## config.mk

```make
export PLATFORM = sky130hd
export DESIGN_NAME = poly_note_control
export DESIGN_NICKNAME = d
export VERILOG_FILES = /design/src/rtl/poly_note_control.sv
export SDC_FILE = /design/constraint.sdc
export NUM_CORES = 1
export LEC_CHECK = 0
export BUFFER_PORTS_ARGS = -buffer_cell sky130_fd_sc_hd__buf_4
export CAP_MARGIN = 20
export CORE_ASPECT_RATIO = 2
export CORE_MARGIN = 5
export CORE_UTILIZATION = 40
export DETAILED_ROUTE_END_ITERATION = 8
export PLACE_DENSITY_LB_ADDON = 0.25
export SYNTH_ARGS = -nofsm -noshare
export SYNTH_HDL_FRONTEND = slang
export SYNTH_SLANG_ARGS = --single-unit
export TNS_END_PERCENT = 100
```

## constraint.sdc

```tcl
create_clock -name clk -period 8.14 [get_ports clk]
set_input_delay 1.221 -clock clk [delete_from_list [all_inputs] [get_ports clk]]
set_output_delay 1.221 -clock clk [all_outputs]
set_load 0.02 [all_outputs]
```

## src/rtl/poly_note_control.sv

```systemverilog
// Polyphonic note controller: assigns validated UART note codes to voice slots,
// each held for a fixed number of millisecond ticks before release.
module poly_note_control #(
  parameter int C_CLK_FRQ         = 100_000_000,
  parameter int C_MUSIC           = 500,
  parameter int C_UART_DATA_WIDTH = 8,
  parameter int C_CHANNELS        = 4
) (
  input  logic                                    clk,
  input  logic                                    rstb,
  input  logic                                    UART_err,
  input  logic                                    UART_valid,
  input  logic [C_UART_DATA_WIDTH-1:0]            UART_msg,
  output logic [C_CHANNELS*C_UART_DATA_WIDTH-1:0] outNotes,
  output logic [C_CHANNELS-1:0]                   outActive,
  output logic                                    outErr
);

  localparam int W  = C_UART_DATA_WIDTH;
  localparam int P  = C_CLK_FRQ / 1000;
  localparam int PW = (P > 1) ? $clog2(P) : 1;
  localparam int RW = $clog2(C_MUSIC + 1);
  localparam int CW = (C_CHANNELS > 1) ? $clog2(C_CHANNELS) : 1;

  typedef enum logic {sIdle, sPlay} state_t;

  state_t         state     [C_CHANNELS];
  logic [W-1:0]   note      [C_CHANNELS];
  logic [RW-1:0]  remaining [C_CHANNELS];
  logic [PW-1:0]  presc;
  logic           tick;

  logic           cmd;
  logic           all_off;
  logic           note_cmd;
  logic           hit;
  logic           free;
  logic [CW-1:0]  hit_idx;
  logic [CW-1:0]  free_idx;
  logic [CW-1:0]  steal_idx;
  logic [CW-1:0]  load_idx;
  logic [RW-1:0]  best_rem;

  // Millisecond prescaler, free-running from reset.
  assign tick = (presc == PW'(P - 1));

  always_ff @(posedge clk) begin
    if (!rstb) begin
      presc <= '0;
    end else if (tick) begin
      presc <= '0;
    end else begin
      presc <= presc + 1'b1;
    end
  end

  assign cmd      = UART_valid && !UART_err;
  assign all_off  = cmd && (UART_msg == '0);
  assign note_cmd = cmd && (UART_msg != '0);

  // Slot choice priority: retrigger match, then lowest idle slot, then the
  // active slot closest to expiry (strict < keeps the lowest index on ties).
  always_comb begin
    hit       = 1'b0;
    free      = 1'b0;
    hit_idx   = '0;
    free_idx  = '0;
    steal_idx = '0;
    best_rem  = remaining[0];
    for (int k = 0; k < C_CHANNELS; k++) begin
      if (!hit && state[k] == sPlay && note[k] == UART_msg) begin
        hit     = 1'b1;
        hit_idx = CW'(k);
      end
      if (!free && state[k] == sIdle) begin
        free     = 1'b1;
        free_idx = CW'(k);
      end
    end
    for (int k = 1; k < C_CHANNELS; k++) begin
      if (remaining[k] < best_rem) begin
        best_rem  = remaining[k];
        steal_idx = CW'(k);
      end
    end
    if (hit) begin
      load_idx = hit_idx;
    end else if (free) begin
      load_idx = free_idx;
    end else begin
      load_idx = steal_idx;
    end
  end

  // A load in a tick cycle takes precedence over the countdown of that slot.
  always_ff @(posedge clk) begin
    if (!rstb) begin
      outErr <= 1'b0;
      for (int k = 0; k < C_CHANNELS; k++) begin
        state[k]     <= sIdle;
        note[k]      <= '0;
        remaining[k] <= '0;
      end
    end else begin
      outErr <= UART_valid && UART_err;
      for (int k = 0; k < C_CHANNELS; k++) begin
        if (all_off) begin
          state[k]     <= sIdle;
          note[k]      <= '0;
          remaining[k] <= '0;
        end else if (note_cmd && load_idx == CW'(k)) begin
          remaining[k] <= RW'(C_MUSIC);
          if (!hit) begin
            note[k]  <= UART_msg;
            state[k] <= sPlay;
          end
        end else if (tick && state[k] == sPlay) begin
          if (remaining[k] > RW'(1)) begin
            remaining[k] <= remaining[k] - 1'b1;
          end else begin
            state[k]     <= sIdle;
            note[k]      <= '0;
            remaining[k] <= '0;
          end
        end
      end
    end
  end

  always_comb begin
    outNotes  = '0;
    outActive = '0;
    for (int k = 0; k < C_CHANNELS; k++) begin
      outNotes[k*W +: W] = note[k];
      outActive[k]       = (state[k] == sPlay);
    end
  end

endmodule

```

== Word level (Yosys, flattened, before mapping) ==
Memories as Yosys holds them, arrays and structs flattened.
Index checks and enable logic that the tools add are counted.

* Latch bits: 0
* Input bits: 12
* Bits in writable memories: 72
* Flip-flop bits (word level): 18
* Memories kept: 3
* Memory bits (read-only): 0

{| class="wikitable"
|+ Memories
! memory !! words !! bits a word !! read ports !! clocked after Yosys merged registers in !! wr ports !! line !! text
|-
| remaining || 4 || 9 || 4 || 0 || 4 || 29 || <nowiki>logic [RW-1:0] remaining [C_CHANNELS];</nowiki>
|-
| note || 4 || 8 || 4 || 0 || 4 || 28 || <nowiki>logic [W-1:0] note [C_CHANNELS];</nowiki>
|-
| state || 4 || 1 || 4 || 0 || 4 || 27 || <nowiki>state_t state [C_CHANNELS];</nowiki>
|}

* Reductions and logical operators: 32
* Bitwise operators: 44
* Shift-type cells: 0
* Mux-type cells: 146
* $mul: 0
* Eq/ne operators: 8
* Div/mod/pow operators: 0
* Magnitude comparators: 7
* Add/subtract/negate cells: 5

{| class="wikitable"
|+ Operators by type and width
! kind !! number
|-
| $mux W9 || 18
|-
| $mux W1 || 108
|-
| $mux W8 || 12
|-
| $or A1 B1 Y1 || 40
|-
| $gt A9 B1 Y1 const B || 4
|-
| $sub A9 B1 Y9 const B || 4
|-
| $eq A8 B8 Y1 || 4
|-
| $lt A9 B9 Y1 || 3
|-
| $logic_and A1 B1 Y1 || 22
|-
| $add A17 B1 Y17 const B || 1
|-
| $eq A17 B17 Y1 const B || 1
|-
| $mux W2 || 8
|-
| $logic_not A8 Y1 || 1
|-
| $reduce_bool A8 Y1 || 1
|-
| $logic_not A1 Y1 || 6
|-
| $eq A2 B2 Y1 const B || 2
|-
| $not A1 Y1 || 4
|-
| $eq A2 B1 Y1 const B || 1
|-
| $logic_not A2 Y1 || 1
|-
| $reduce_or A2 Y1 || 1
|}

== Depth between registers and ports, before layout ==
An unclocked memory read counts as a cell.

* Word-level depth: 26
* Mapped depth: 27

== Least setup slack after synthesis ==
Ideal clock, no wire load.

* Path kind: reg-to-reg
* Start point: memory remaining[0][2] (netlist bit)
* End point: memory note[3][0] (netlist bit) (enable)
* Stages on the path, launching flop included: 23
* Period minus slack after synthesis: 6.023 ns
* Slack: 2.117 ns
* Data arrival time: 5.614 ns
* Cell sequence: edfxtp_1 inv_1 ha_1 a211oi_1 nor3_1 a211oi_2 buf_4 clkbuf_1 a21oi_1 ha_1 o211ai_1 o21ai_0 a22oi_1 mux2i_2 clkbuf_1 o21ai_0 ha_1 nand4_1 nor4_1 a31oi_1 nand4_1 nand2_1 o311ai_0

{| class="wikitable"
|+ RTL lines
! what !! line
|-
| start: declaration || 29
|-
| end: declaration || 28
|}

==> run summary <==
The number of instances in the synthesized netlist came out at 597. The number of endpoints with negative hold slack in the final report is 0. Across every metal layer, demand over resource in global routing totals 18.7%. The final net count is 680. The critical path ends at note[2][4]. The power per unit of standard cell area came out at 172 mW/mm². The critical path depth in cells is 25. In the final routed layout, each cell accounts on average for 18.4 µm.

The layout overhead on the synthesized area came out at 12.8%. Measured along the x axis, the die boundary spans roughly 95 µm. Of the total power, the share spent switching nets is 27.6%. The arrival time of data at the critical path endpoint is approximately 6.6 ns. After clock tree synthesis, the clock-pin slew on the worst setup and hold paths is 0.06 ns.

The number of buffers inserted by hold repair at cts came out at 0. The core occupancy in the finished layout is 45.6%. The number of nets with antenna violations after detailed routing is 0. The number of port buffers came out at 48. The net load switching power is 312 µW.

The antenna diode count is 0. The flow ran to the end, and the final reports show no timing, DRC or antenna violations. The wire-length estimate of the detail-placed layout is 12,300 µm. The clock network burns a little over a third of the power. The maximum clock path buffer count is 2. The post-CTS resize count came out at 0. The via count of the first global-routing pass came out at 4,820.

In this run the worst setup path begins at remaining[0][2]. The first-pass GRT wire length came out at 24,500 µm. The largest vdd supply drop came out at 0.000153 V.

The critical path in this run is classified as reg -> reg. The total length of routed wires came out at 15,300 µm. The number of pins exceeding their max-slew limit in the final report came to 0. The largest incremental delay on the critical path is about 0.64 ns. The TritonCTS buffer count came out at 9. The count of TritonRoute iterations in the first routing pass came out at 4.

The number of ports placed on the die boundary is 49. The type of origin of the critical path is a register. The endpoint identified for the worst register-to-register timing path is note[2][4]. Dividing the synthesized area by the synthesized cell count gives approximately 10 µm². Internal power comes to 817 µW. The part of the Yosys area used for sequential elements came out at 42.9%. The residual DRC count came out at 0. The number of rows created at floorplan came out at 62. The count of distinct cell types in the synthesized netlist came out at 61.

Among the stages of the critical path, the cell type that occurs most often is sky130_fd_sc_hd__o21ai_0. The number of flops mapped to enable cells by yosys came out at 69. The worst setup slack for register-to-register paths came out at 1.58 ns. The H-tree depth came out at 3. The reported leakage power is 0.00245 µW. The area occupied by registers is about 0.0025 mm². Summing all placed instances gives a cell area of 0.00627 mm². The largest individual stage delay along the critical path comes from the cell sky130_fd_sc_hd__mux2i_2.

The design draws 1130 µW. Broken down by cell family, the worst path's largest delay share belongs to compound AO/OA/AOI/OAI gates. Setup violations remaining at the end of the flow were counted as 0. The number of antenna violations at the first check in global routing came to 0.

In the routed layout, each cell is associated on average with a via count of about 5.5. The setup TNS after final layout came out at 0 ns. The kind of end point of the critical path is a register. For this configuration, the core starts out at a cell density of 40.4%.

The transition at the pin with the smallest max-transition slack came out at 1.03 ns. The worst min-delay path category is reg -> reg. The via count is 4,589.

The final critical delay including setup and external delays came out at ~6.6 ns. The source of the worst register-to-register timing path is remaining[0][2]. After the first detailed-routing iteration, the DRC count stood at 196. Among all flip-flop cells after synthesis, the most frequent one is sky130_fd_sc_hd__edfxtp_1.

The largest clock skew in the final design came out at 0.00726 ns. The share of flip-flops with an asynchronous set or reset is 0%. The post-route netlist has 12.7% of its cells at a drive strength greater than 1.

The number of sinks on the clock net came out at 90. The final global-route overflow total came out at 0. During synthesis, Yosys emitted a total of 0 warnings. Across the run, the number of max-cap violations was 0. The core region area came out at 0.0144 mm². Setup repair after global routing left no endpoint under its margin. The die boundary height is 180 µm.

The critical path contains buffers and inverters numbering 5 combined. The cell depth of the worst flop-to-flop path is 25. The area taken by multi-input logic gates is 0.00307 mm².

The number of buffers added for setup after CTS is 0. The floorplan step defined a die boundary enclosing 0.0172 mm². The part of the power in combinational logic is 17.8%. Fill cells in the final layout number 1,370. Routability-driven placement finished with a final weighted congestion of 0.874. The largest driver fanout on the critical path came out at 20.

The synthesized netlist net count is 642. The relative contribution of sequential cells to total power came out at 47.5%. TritonCTS built the clock tree. Once layout is done, the placed cells without fillers occupy 0.00655 mm². The maximum achievable frequency came out at approximately 150 MHz. The worst endpoint required time is a little over 8 ns. The largest net degree at the start of global routing came out at 21.

The mapped cell area came out at 0.00580 mm². Hold is met by 0.477 ns. The count of state elements after synthesis came out at 90. The later pin in the worst-skew pair is clocked with a latency of 0.34 ns. The root cell of the clock tree is sky130_fd_sc_hd__clkbuf_16. The normalized max-slew margin came out at 31.2%.

The part of the cycle the worst path needs came out at a little over 80%.
placed cells by master, fill, tap and decap left out, types with 3 or more instances in the layout:
cell	instances
sky130_fd_sc_hd__edfxtp_1	69
sky130_fd_sc_hd__nor2_1	55
sky130_fd_sc_hd__buf_4	51
sky130_fd_sc_hd__xnor2_1	50
sky130_fd_sc_hd__nand2_1	44
sky130_fd_sc_hd__and2_1	37
sky130_fd_sc_hd__ha_1	33
sky130_fd_sc_hd__o21ai_0	26
sky130_fd_sc_hd__nor3_1	25
sky130_fd_sc_hd__inv_1	22
sky130_fd_sc_hd__a21oi_1	22
sky130_fd_sc_hd__nand3_1	21
sky130_fd_sc_hd__dfxtp_1	21
sky130_fd_sc_hd__xor2_1	20
sky130_fd_sc_hd__nand4_1	15
sky130_fd_sc_hd__nor4_1	13
sky130_fd_sc_hd__o31ai_1	9
sky130_fd_sc_hd__clkbuf_16	9
sky130_fd_sc_hd__mux2i_1	8
sky130_fd_sc_hd__o211ai_1	7
sky130_fd_sc_hd__and3_1	7
sky130_fd_sc_hd__or3_1	6
sky130_fd_sc_hd__o21ai_1	6
sky130_fd_sc_hd__a211oi_1	5
sky130_fd_sc_hd__and4_1	3
final cells by class:
class | instances | area share (%)
Multi-Input combinational cell | 459 | 46.8
Sequential cell | 90 | 38.1
Timing Repair Buffer | 52 | 5.92
Clock buffer | 14 | 4.07
Tap cell | 192 | 3.67
Inverter | 23 | 1.32
Clock inverter | 2 | 0.172
how the worst min path moves through the flow:
| stage | start | endpoint | slack (ns) | cells after the start |
|---|---|---|---|---|
| after global placement | presc[0] | presc[0] | 0.47 | 1 |
| after global routing | presc[0] | presc[0] | 0.51 | 1 |
| final | presc[0] | presc[0] | 0.48 | 1 |
| after detailed placement | presc[0] | presc[0] | 0.47 | 1 |
| after CTS | presc[0] | presc[0] | 0.48 | 1 |
| after floorplan | presc[0] | presc[0] | 0.44 | 1 |
kinds of logic after synthesis:
group | count (synthesis) | synth area share (%)
flops | 90 | 42.9
xor+xnor | 70 | 10.6
simple gates | 240 | 21.1
fa+ha+maj | 33 | 7.11
mux | 9 | 1.62
buf+inv | 48 | 4.25
compound gates | 107 | 12.4
synthesized netlist by cell type, types with 21 or more instances:
cell type	instances	area, µm²
sky130_fd_sc_hd__dfxtp_1	21	420
sky130_fd_sc_hd__ha_1	33	413
sky130_fd_sc_hd__inv_1	22	82.6
sky130_fd_sc_hd__nand3_1	21	105
sky130_fd_sc_hd__edfxtp_1	69	2070
sky130_fd_sc_hd__nor2_1	55	206
sky130_fd_sc_hd__xnor2_1	50	438
sky130_fd_sc_hd__and2_1	37	231
sky130_fd_sc_hd__o21ai_0	26	130
sky130_fd_sc_hd__nand2_1	44	165
sky130_fd_sc_hd__a21oi_1	22	110
sky130_fd_sc_hd__nor3_1	25	125
metal layers:
layer / global-route usage (%) / wire length (µm)
met4: 12.4 / 939
met5: 0 / 0
met2: 34.7 / 8450
met1: 18.2 / 5510
met3: 2.67 / 432
power by group through the flow:
stage / Sequential, µW / Clock (µW) / Combinational (µW)
final: 536 / 392 / 201
after global routing: 538 / 421 / 223
after CTS: 536 / 405 / 202
after detailed placement: 545 / 0 / 201
after global placement: 545 / 0 / 196
after floorplan: 546 / 0 / 138
stage by stage:
| stage | setup slack [ns] | std cells |
|---|---|---|
| floorplan | 2.12 | 597 |
| global placement | 1.42 | 815 |
| detailed placement | 1.20 | 815 |
| CTS | 1.17 | 831 |
| global route | 0.983 | 832 |
| finish | 1.58 | 832 |
state kept, by name (all words and copies together) (netlist names):
signal and count:
state 4, remaining 36, note 32, presc 17, outErr 1
(Power assumes the default switching activity.)
